--- src/rtl/data_mem_master.sv ---
// data_mem_master: byte/half/word load-store master with lane masking, wait states and flush; define DATA_MEM_MASTER_ALIGN_CHECK_EN to report misaligned accesses
module data_mem_master #(
   parameter int WAIT_CYCLES = 0
) (
   input  logic        clk,
   input  logic        rst,
   input  logic        req_valid,
   output logic        req_ready,
   input  logic [2:0]  req_op,
   input  logic [31:0] req_addr,
   input  logic [31:0] req_wdata,
   input  logic        flush,
   output logic        resp_valid,
   output logic [31:0] resp_rdata,
   output logic        resp_err,
   output logic        mem_re,
   output logic        mem_we,
   output logic [31:0] mem_addr,
   output logic [3:0]  mem_mask,
   output logic [31:0] mem_wdata,
   input  logic [31:0] mem_rdata
);
`ifdef DATA_MEM_MASTER_ALIGN_CHECK_EN
   localparam bit ALIGN_CHECK = 1'b1;
`else
   localparam bit ALIGN_CHECK = 1'b0;
`endif
   typedef enum logic [1:0] {IDLE, ACCESS, RESP, ERR} state_t;
   state_t state, state_nx;
   logic [2:0]  op;
   logic [31:0] addr, wdata, hold, load_data;
   logic [3:0]  cnt, mask;
   logic        is_load, is_byte, is_half, misaligned;
   logic [7:0]  sel_b;
   logic [15:0] sel_h;
   assign is_load = op < 3'd5;
   assign is_byte = op inside {3'd0, 3'd1, 3'd5};
   assign is_half = op inside {3'd2, 3'd3, 3'd6};
   assign misaligned = ALIGN_CHECK && ((req_op inside {3'd2, 3'd3, 3'd6}) ? req_addr[0] :
                                       (req_op inside {3'd4, 3'd7}) ? |req_addr[1:0] : 1'b0);
   // without the alignment check, halfword/word lanes ignore the low address bits
   assign mask = is_byte ? 4'b0001 << addr[1:0] : is_half ? (addr[1] ? 4'b1100 : 4'b0011) : 4'b1111;
   assign mem_addr  = {addr[31:2], 2'b00};
   assign mem_wdata = is_byte ? {4{wdata[7:0]}} : is_half ? {2{wdata[15:0]}} : wdata;
   assign sel_b = 8'(hold >> {addr[1:0], 3'b000});
   assign sel_h = addr[1] ? hold[31:16] : hold[15:0];
   assign load_data = op == 3'd0 ? {{24{sel_b[7]}}, sel_b} :
                      op == 3'd1 ? {24'd0, sel_b} :
                      op == 3'd2 ? {{16{sel_h[15]}}, sel_h} :
                      op == 3'd3 ? {16'd0, sel_h} : hold;
   // state, latched request, wait counter and read-data holding register
   always_ff @(posedge clk or negedge rst) begin
      if (!rst) begin
         state <= IDLE;
         op    <= '0;
         addr  <= '0;
         wdata <= '0;
         cnt   <= '0;
         hold  <= '0;
      end else begin
         state <= state_nx;
         if (state == IDLE && req_valid) begin
            op    <= req_op;
            addr  <= req_addr;
            wdata <= req_wdata;
            cnt   <= 4'(WAIT_CYCLES);
         end else if (state == ACCESS) begin
            if (cnt == 4'd0) hold <= mem_rdata;
            else cnt <= cnt - 4'd1;
         end
      end
   end
   // next state and all outputs; flush only cancels loads
   always_comb begin
      state_nx   = state;
      req_ready  = 1'b0;
      mem_re     = 1'b0;
      mem_we     = 1'b0;
      mem_mask   = 4'd0;
      resp_valid = 1'b0;
      resp_rdata = 32'd0;
      resp_err   = 1'b0;
      case (state)
         IDLE: begin
            req_ready = 1'b1;
            if (req_valid) state_nx = misaligned ? ERR : ACCESS;
         end
         ACCESS: begin
            mem_re   = is_load;
            mem_we   = !is_load;
            mem_mask = mask;
            state_nx = (flush && is_load) ? IDLE : (cnt == 4'd0) ? RESP : ACCESS;
         end
         RESP: begin
            state_nx   = IDLE;
            resp_valid = !(flush && is_load);
            resp_rdata = is_load ? load_data : 32'd0;
         end
         default: begin
            state_nx   = IDLE;
            resp_valid = 1'b1;
            resp_err   = ALIGN_CHECK;
         end
      endcase
   end
endmodule

--- config.mk ---
export PLATFORM = sky130hd
export DESIGN_NAME = data_mem_master
export DESIGN_NICKNAME = d
export VERILOG_FILES = /design/src/rtl/data_mem_master.sv
export SDC_FILE = /design/constraint.sdc
export NUM_CORES = 1
export LEC_CHECK = 0
export CAP_MARGIN = 15
export CORE_MARGIN = 5
export CORE_UTILIZATION = 50
export CTS_BUF_LIST = sky130_fd_sc_hd__clkbuf_8
export CTS_CLUSTER_SIZE = 30
export DETAILED_ROUTE_END_ITERATION = 8
export PLACE_DENSITY = 0.89
export SYNTH_ARGS = -nofsm -noshare
export SYNTH_HDL_FRONTEND = slang
export SYNTH_SLANG_ARGS = --single-unit
--- constraint.sdc ---
create_clock -name clk -period 3.6 [get_ports clk]
set_input_delay 0.9 -clock clk [delete_from_list [all_inputs] [get_ports clk]]
set_output_delay 0.9 -clock clk [all_outputs]
set_load 0.1 [all_outputs]
Word level (Yosys, flattened, before mapping) --
Cells that the tools add are included.
Cells by class: $add $sub $neg 1, magnitude comparators 1, eq/ne operators 9, shift-type cells 2, mux-type cells 24, bitwise operators 1, reduce and logical (&&, ||, !) cells 13
Operators by type and width (number):
- 2-to-1 mux 32 bit | 8
- >> shifter 32 x 5 -> 8 bit | 1
- 2-to-1 mux 4 bit | 7
- 2-to-1 mux 16 bit | 1
- equality test 3 x 2 -> 1 bit, second input constant | 2
- equality test 3 bit, second input constant | 2
- 2-to-1 mux 2 bit | 3
- nonzero test 3 bit | 2
- zero test 4 bit | 1
- != test 2 bit, second input constant | 2
- one-hot mux 2 bit (2 select lines) | 1
- left shift 1 x 2 -> 4 bit, first input constant | 1
- subtractor 4 x 1 -> 4 bit, second input constant | 1
- equality test 3 x 1 -> 1 bit, second input constant | 1
- zero test 3 bit | 1
- < comparator 3 bit, second input constant | 1
- 2-to-1 mux 1 bit | 3
- AND reduction 3 bit | 1
- equality test 2 x 1 -> 1 bit, second input constant | 1
- equality test 2 bit, second input constant | 1
- logical AND 1 bit | 2
- zero test 1 bit | 2
- zero test 2 bit | 1
- one-hot mux 1 bit (2 select lines) | 1
- 4 further kinds | 4
Word-level totals: flip-flop bits (word level) 105, output and inout bits 105, logic and storage cells 57

Longest topological paths before layout --
depth in word-level cells 7, depth in mapped cells 7, gate-level depth less buffers 6

Worst setup path after synthesis --
Ideal clock, no wire load.
path kind reg-to-output, from register op[0], to output resp_rdata[17], arrival time 3398 ps, data required time 2700 ps, slack -698 ps, cell stages (with the launch flop) 7, path through dfrtp_1 > o21ai_2 > and3_2 > buf_2 > o21ai_0 > clkbuf_1 > o21ai_0
Between the ends: word-level cells in the longest chain between the ends 7, elaborated cells on any way between the ends 11, classes of those cells order compare: 1; eq/ne: 3; mux: 6; reduce/logical: 1
RTL lines:
- from (decl) | RTL line 30 | logic [2:0] op;
- from (signal assigned) | RTL line 63 | op <= req_op;
- equality test 3 x 2 -> 1 bit | RTL line 50 | op == 3'd3 ? {16'd0, sel_h} : hold;
- 2-to-1 mux 32 bit | RTL line 50
- 2-to-1 mux 32 bit | RTL line 49 | op == 3'd2 ? {{16{sel_h[15]}}, sel_h} :
- 2-to-1 mux 32 bit | RTL line 48 | op == 3'd1 ? {24'd0, sel_b} :
- 2-to-1 mux 32 bit | RTL line 47 | assign load_data = op == 3'd0 ? {{24{sel_b[7]}}, sel_b} :
- 2-to-1 mux 32 bit * | RTL line 97 | resp_rdata = is_load ? load_data : 32'd0;
- 2-to-1 mux 32 bit * | RTL line 83 | case (state)
- to (decl) | RTL line 14 | output logic [31:0] resp_rdata,
Mark *: on every way between the ends. The rest lies on a longest branch, timed or not.

Worst setup path after layout --
from register op[2], to output resp_rdata[22]
The elaborated chain is that of the path after synthesis.

==> results.json <==
{
  "status": "finished clean",
  "nNetsFinal": 903,
  "cts_max_path_buffers": 2,
  "htree_levels": 3,
  "clock.fmax_ghz": 0.2940,
  "grt_antenna_before_repair": 0,
  "yosysWarnings": 0,
  "tritoncts": "done",
  "routed_wl_um": 17400,
  "syn_inst": 649,
  "finalCriticalPeriod_ns": 3.401,
  "ant_nets": 0,
  "finish.utilization_pct": 73.42,
  "clkTransAtPathRegs_ns": 0.09,
  "place_congestion": 0.8727,
  "critPathArrivalTime_ns": 2.50,
  "clkSinkCount": 105,
  "drc": 0,
  "hold_viol": 0,
  "hpwl_um": 13070,
  "ys.flop_type": "dfrtp_1",
  "first_iter_violations": 431,
  "die_h_um": 116.6,
  "synth.cell_area_um2": 5682,
  "synth_edf_count": 0,
  "cp.required_ns": 2.70,
  "chipWidth_um": 116.6,
  "cap_violations": 0,
  "postSynth.asyncResetShare_pct": 100.0,
  "vias": 5206,
  "start_kind": "register",
  "grt_first_pass_wirelength_um": 27060,
  "place_area_um2": 8055,
  "finalSetupViolCount": 0,
  "clk_latency_ns": 0.39,
  "dr.pass1.iters": 5,
  "syn_to_final_growth_pct": 45.65,
  "io_pins": 208,
  "seq_area_frac_synth_pct": 46.25,
  "grt_overflow_total": 0,
  "vias_per_cell": 5.497,
  "whs_ns": 0.3380,
  "placeableCoreArea_um2": 11270,
  "fin_skew_ns": 0.008306,
  "drive_gt1_share_pct": 24.16,
  "track_usage_pct": 25.81,
  "postSynthAreaPerCell_um2": 8.755,
  "grt_pass1_vias": 5364,
  "critPathKind": "register to primary output",
  "clock-root-buffer": "clkbuf_8",
  "slew_headroom_pct": 34.60,
  "maxSlewViolCount": 0,
  "postCtsHoldBufs": 0,
  "finalCritPeriodShare_pct": 94.47,
  "wl_per_cell_um": 18.38,
  "numCtsBuffers": 9,
  "numPortBuffers": 204,
  "rsz0062_at_grt": "false",
  "postLayoutCellArea_um2": 8275,
  "row_count": 39,
  "synth_seq_cells": 105,
  "tns_ns": 0,
  "synth_cell_types": 42,
  "worst_pin_slew_ns": 0.9780,
  "start_util_pct": 50.41,
  "die-area_um2": 13600,
  "worst_setup_path_end_kind": "primary output",
  "worstPathMaxFanout": 21,
  "grt_max_degree": 84,
  "hold_class": "primary input to asynchronous set/reset pin"
}
[synthesized netlist by cell type (2+ instances only)]
master	count	area share [%]
o21ai_0	52	4.6
o22ai_1	8	0.88
buf_4	41	5.4
o221a_2	8	1.6
a21oi_1	24	2.1
nand2_1	200	13
inv_1	15	0.99
clkbuf_1	22	1.5
o2bb2ai_1	8	1.2
buf_1	4	0.26
and3_1	5	0.55
buf_6	2	0.40
dfrtp_1	105	46
o21a_1	3	0.40
mux2i_1	10	1.8
nand2b_1	9	0.99
nor2_1	35	2.3
mux4_2	4	1.6
nor3_1	8	0.70
or2_2	2	0.22
o31ai_1	2	0.26
and2_1	3	0.33
mux2_2	40	7.9
a22o_1	4	0.62
nor2b_1	2	0.22
buf_2	13	1.1
nand3_1	5	0.44
[layout by cell type (no fill, tap or decap), types with 2 or more instances in the layout]
cell	synthesis	routed
a21oi_1	24	24
a22o_1	4	4
and2_1	3	2
and3_1	5	5
buf_12	0	62
buf_4	41	51
clkbuf_8	0	12
clkdlybuf4s50_1	0	104
clkinvlp_4	0	2
conb_1	1	3
dfrtp_1	105	104
inv_1	15	15
mux2_2	40	40
mux2i_1	10	10
mux4_2	4	4
nand2_1	200	199
nand2b_1	9	9
nand3_1	5	5
nor2_1	35	35
nor2b_1	2	2
nor3_1	8	8
o21a_1	3	3
o21ai_0	52	43
o21ai_1	0	9
o221a_2	8	8
o22ai_1	8	8
o2bb2ai_1	8	8
o31ai_1	2	2
or2_2	2	2
[final cells by class]
type                       instances  area (µm²)
sequential                       105        2629
timing repair buffer             219        2698
fill                             756        2997
inverter                          16       60.06
clock buffer                      12       165.2
multi-input combinational        448        2519
antenna                            1       2.502
clock inverter                     3       23.77
tap                              143       178.9
[metrics by stage]
stage | worst slack [ns] | cells
6_report | 0.1989 | 947
4_1_cts | 0.01969 | 945
5_1_grt | 0.06972 | 946
2_1_floorplan | -0.6980 | 651
3_5_place_dp | 0.3706 | 930
3_3_place_gp | 0.3183 | 929
[logic make-up (layout without fill, tap and decap cells)]
kind of cell / Yosys count / count (layout) / share of synthesized area (%)
buf+inv: 98 / 250 / 9.733
mux: 54 / 54 / 11.28
fa+ha+maj: 1 / 1 / 0.2202
compound gates: 114 / 114 / 12.33
flops: 105 / 105 / 46.25
simple gates: 276 / 276 / 20.13
other cells: 1 / 4 / 0.06600
[layer usage]
metal / GRT usage, % / part of all wire (%) / vias to the layer above
met4: 11.01 / 2.5 / 0
met2: 44.20 / 50 / 269
met5: 0 / 0 / -
li1: - / - / 2408
met1: 28.92 / 36 / 2488
met3: 9.637 / 11 / 41
[path summary, 6_finish.rpt]
kind	endpoint	cells past startpoint	from	slack, ns
min	hold[17]	1	rst	0.34
min reg2reg	addr[29]	2	addr[29]	0.48
max	resp_rdata[22]	6	op[2]	0.20
max in group asynchronous	hold[18]	3	rst	2.38
min in group clk	addr[29]	2	addr[29]	0.48
max reg2reg	wdata[15]	5	state[1]	1.62
[worst max-delay path: stages, from the launching register on]
cell and delay (ns):
dfrtp_2 0.56, o21ai_2 0.16, and3_2 0.29, o21ai_1 0.25, buf_2 0.26, o21ai_0 0.36
buf_12 0.23
[flip-flops by register name (all words and copies together), names as in the netlist]
name   cells
addr      32
wdata     32
hold      32
cnt        4
state      2
op         3
[what timing repair did]
action | in CTS | in global routing
buffers inserted | 0 | 0
endpoints found under the setup margin | 8 | 12
gates resized for setup | 1 | 1
Power is not shown: default switching activity piles up to over one toggle a cycle in this logic, so the estimate is an artifact.
==> variant 1, RTL diff (config.mk and constraints unchanged) <==
Re-encode `state_t` (4 states) as one-hot, 4 bits wide.
--- a/src/rtl/data_mem_master.sv
+++ b/src/rtl/data_mem_master.sv
@@ -26,5 +26,5 @@
    localparam bit ALIGN_CHECK = 1'b0;
 `endif
-   typedef enum logic [1:0] {IDLE, ACCESS, RESP, ERR} state_t;
+   typedef enum logic [3:0] {IDLE = 4'b0001, ACCESS = 4'b0010, RESP = 4'b0100, ERR = 4'b1000} state_t;
    state_t state, state_nx;
    logic [2:0]  op;
Function: no difference found for any inputs over 4 cycles, from zero or initial values and one cycle with rst low; so few cycles prove little.
==> variant 1 against the original RTL <==
  * Synthesized cell count down 18%
  * Cell count decreased by 12%
  * Area after synthesis up 3.5%
  * Highest routed layer unchanged
  * Routed wire length grew 0.82%
  * Critical endpoint is now resp_rdata[20]
  * Final area is 3.8% higher
  * Sequential cell count is 1 higher
  * Worst setup slack lost 0.061 ns
Power is not shown: default switching activity piles up to over one toggle a cycle in this logic, so the estimate is an artifact.
==> variant 1: results (changes against the original RTL) <==
- CP top delay family: simple AND/OR/NAND/NOR gates
- Reg clk slew, reported paths: 0.11 ns (+0.02 ns)
- Initial antenna violation count: 0 (unchanged)
- DR pass1 iterations: 5 (unchanged)
- N_diodes: 0 (-1)
- Netlist cell types: 47 (+12%)
- Share of layout cells above drive strength 1: 0.368 (+0.126)
- Post-CTS Setup Repair Bufs: 0 (unchanged)
- Post-CTS sizing: 0 (-1)
- Root Driver: clkbuf_8
- Total GRT Usage: 0.251 (-0.00746)
- Clock insertion delay at the later pin of the skew report: 0.39 ns (about the same)
- Number of synthesized register bits: 106 (+0.95%)
- Biggest regs: addr: 32 flops, hold: 32 flops, wdata: 32 flops
- Seq/Total Area, Yosys: 0.451 (-0.0114)
- Setup Skew: 0.00863 ns (+0.000326 ns)
- FILL cells: 784 (+3.7%)
- Count of final hold-check violations: 0 (unchanged)
- Critical path's largest stage delay: 0.67 ns (+0.11 ns)
- CTS Buf Count: 9 (unchanged)
- Post-synth top cells: 105 x dfrtp_1, 67 x mux2_2, 53 x o21ai_0
- PortBufs: 204 (unchanged)
- H-tree Lvls: 3 (unchanged)
- Clk buf depth: 2 (unchanged)
- CP max stage cell: nor2_1
- Asr flop ratio synth: 1.00 (unchanged)
- Top post-synthesis cells by area: dfrtp_1 45%, mux2_2 13%, mux2_4 7.4%, buf_4 5.7%, o21ai_0 4.5%
- Setup Viol. Count Final: 0 (unchanged)
- Largest net degree at the start of global routing: 57 (-32%)
- Final nets: 788 (-13%)
- Vias per cell: 5.74 (+4.3%)
- Wire per inst: 21.1 um (+15%)
- Vias in the first global route: 5,088 (-5.1%)
- Post-DP HPWL: 13,300 um (+1.5%)
- HP Class: reg -> reg
- Routability congestion estimate from global placement: 0.918 (+5.1%)
- Max transition margin: 0.236 (-0.110)
- YS warnings: 0 (unchanged)
- Status: finished, final reports clean
- Drt initial violations: 320 (-26%)
- Worst EP arrival: 2.56 ns (+0.06 ns)
- CP Max Fanout: 24 (+14%)
- First-pass GRT wire length: 28,100 um (+3.8%)
==> variant 1: through the flow <==
step                      cells   util  area (um^2)  setup WS, ns  hold WS, ns
final                       831  0.749         8590         0.138        0.519
after global routing        831  0.749         8590      0.000128        0.538
after CTS                   831  0.748         8580        0.0381        0.521
after detailed placement    815  0.730         8370         0.470        0.495
after global placement      815  0.730         8370         0.577        0.484
after floorplan             536      -         6000        -0.679        0.467
==> variant 1: worst reg2reg max path, delay by kind of cell, from the launching register on <==
kind,cells,cell delay [ns]
flip-flops,1,0.45
multiplexers,1,0.57
AND/OR/NAND/NOR,2,1.37
==> variant 1: routing by layer <==
| layer | global-route usage | wire length (um) |
|---|---|---|
| met5 | 0 | 0 |
| met4 | 0.0652 | 290 |
| met3 | 0.0893 | 1500 |
| met2 | 0.453 | 9520 |
| met1 | 0.280 | 6240 |
==> variant 1: final timing paths <==
kind,from,end,slack [ns],cells after the start
worst max register to register,state[2],hold[29],1.11,3
max in group asynchronous,rst,state[0],2.21,2
worst max-delay path,op[2],resp_rdata[20],0.14,5
worst min register to register,addr[18],addr[18],0.52,1
min in group asynchronous,rst,hold[26],0.57,1
worst min-delay path,addr[18],addr[18],0.52,1
==> variant 1: cells by family after synthesis <==
kind of cell             after synthesis  share of synthesized area
AO/OA/AOI/OAI                        127                      0.133
flip-flops                           106                      0.451
multiplexers                         105                      0.232
buffers and inverters                100                      0.101
AND/OR/NAND/NOR                       91                     0.0738
adder cells (fa/ha/maj)                2                    0.00425
XOR/XNOR                               2                    0.00298
other                                  1                   0.000637
==> variant 1: layout make-up <==
type,count,area (um^2),share of cell area
clock inverter,7,81.3,0.00947
tap,143,179,0.0208
sequential,106,2650,0.309
clock buffer,9,124,0.0144
inverter,20,75.1,0.00874
multi-input combinational,330,2770,0.322
timing repair buffer,216,2710,0.316
==> variant 2, RTL diff (config.mk and constraints unchanged) <==
Without the edit above. Build with the macro `DATA_MEM_MASTER_ALIGN_CHECK_EN` defined.
--- a/src/rtl/data_mem_master.sv
+++ b/src/rtl/data_mem_master.sv
@@ -1,3 +1,5 @@
 // data_mem_master: byte/half/word load-store master with lane masking, wait states and flush; define DATA_MEM_MASTER_ALIGN_CHECK_EN to report misaligned accesses
+`define DATA_MEM_MASTER_ALIGN_CHECK_EN
+
 module data_mem_master #(
    parameter int WAIT_CYCLES = 0
Behaviour: not the same (Yosys sat finds a counterexample within 4 cycles, from zero or initial values and one cycle with rst low).
==> variant 2 against the original RTL <==
  * Final area is 0.71% higher
  * Non-clock buffer count is 3 lower
  * Synthesized cell count is 0.15% lower
  * Clock skew is 0.0017 ns lower
  * Worst setup slack worse by 0.036 ns
  * Sequential cell count stayed put
  * Area after synthesis is 0.73% higher
  * Routed wire length is 0.47% lower
  * Critical endpoint is now mem_wdata[22]
Power is left out: the tool's default activity adds up to more than one toggle a clock period on the data nets, which glitch-free logic cannot reach.
==> variant 2: results (changes against the original RTL) <==
- DR pass1 iterations: 7 (+2)
- YS warnings: 0 (unchanged)
- DRT Wirelength: 17,300 um (-0.47%)
- First-pass GRT wire length: 27,200 um (+0.67%)
- Biggest regs: addr: 32 flops, hold: 32 flops, wdata: 32 flops
- Met2 Use GR: 0.449 (+0.00735)
- Post-CTS sizing: 0 (-1)
- Post-DP HPWL: 13,100 um (+0.25%)
- CP max stage cell: dfrtp_1
- Post-CTS Setup Repair Bufs: 0 (unchanged)
- Largest net degree at the start of global routing: 75 (-11%)
- Met3 usage: 0.0535 (-0.0429)
- Post-synth top cells: 218 x nand2_1, 105 x dfrtp_1, 44 x buf_4
- Top post-synthesis cells by area: dfrtp_1 46%, nand2_1 14%, buf_4 5.8%, mux2_2 5.3%, a21oi_1 3.1%
- Slew @ Worst Pin: 0.985 ns (+0.00750 ns)
- Routability congestion estimate from global placement: 0.878 (+0.63%)
- Asr flop ratio synth: 1.00 (unchanged)
- Critical path's largest stage delay: 0.64 ns (+0.08 ns)
- Grt met1 use: 0.304 (+0.0150)
- CP Max Fanout: 16 (-24%)
- HP Class: reg -> reg
- Share of layout cells above drive strength 1: 0.225 (-0.0163)
- Vias in the first global route: 5,383 (+0.35%)
- PortBufs: 205 (+0.49%)
- H-tree Lvls: 3 (unchanged)
- Status: finished, final reports clean
- Worst reg2reg path depth: 6 (+1)
- Setup Skew: 0.00664 ns (-0.00166 ns)
- Drt initial violations: 506 (+17%)
- Synth Flop Type: dfrtp_1
- WHS Path Cells: 2
- Root Driver: clkbuf_8
- Via Count: 5,225 (+0.36%)
- Netlist cell types: 40 (-4.8%)
- Worst EP arrival: 2.54 ns (+0.04 ns)
- Final nets: 898 (-0.55%)
- Total GRT Usage: 0.257 (-0.00129)
- Seq/Total Area, Yosys: 0.459 (-0.00334)
[variant 2: worst max-delay path: cells and delay by family, from the launching register on]
| kind | cells | cell delay (ns) |
|---|---|---|
| AND/OR/NAND/NOR | 2 | 0.63 |
| flip-flops | 1 | 0.64 |
| multiplexers | 1 | 0.41 |
| buffers and inverters | 2 | 0.49 |
[variant 2: area by class of cell]
| type | count | area, um^2 |
|---|---|---|
| diodes | 1 | 2.50 |
| flip-flops and latches | 105 | 2630 |
| repair buffers | 216 | 2670 |
| fillers | 797 | 2990 |
| inverters | 12 | 45.0 |
| well taps | 143 | 179 |
| clock inverters | 5 | 103 |
| multi-input cells | 450 | 2550 |
| clock buffers | 11 | 151 |
[variant 2: worst paths after layout]
kind	slack [ns]	to	startpoint
setup / recovery	0.16	mem_wdata[22]	op[0]
hold / removal	0.48	wdata[16]	wdata[16]
setup reg to reg	1.81	hold[18]	cnt[0]
hold reg to reg	0.48	wdata[16]	wdata[16]
max in group asynchronous	2.15	wdata[3]	rst
min in group asynchronous	0.65	wdata[23]	rst
[variant 2: kinds of logic after synthesis]
group	share of synthesized area
other	0.000655
buffers and inverters	0.0962
multiplexers	0.113
AND/OR/NAND/NOR	0.219
AO/OA/AOI/OAI	0.110
adder cells (fa/ha/maj)	0.00219
flip-flops	0.459
[variant 2: metrics by stage]
stage                     cell area, um^2  TNS, ns  instances   util  setup WS, ns
after floorplan                      5730    -2.82        649      -        -0.461
after global placement               8080        0        926  0.714         0.690
after detailed placement             8080        0        926  0.714         0.617
after CTS                            8330        0        942  0.736         0.205
after global routing                 8330        0        942  0.736        0.0280
final                                8330        0        943  0.736         0.163
[variant 2: per-layer routing]
| layer | share of wire | up-vias | wire (um) |
|---|---|---|---|
| met3 | 0.079 | 34 | 1380 |
| li1 | - | 2419 | - |
| met1 | 0.38 | 2536 | 6650 |
| met4 | 0.027 | 0 | 475 |
| met2 | 0.51 | 236 | 8820 |
| met5 | 0 | - | 0 |
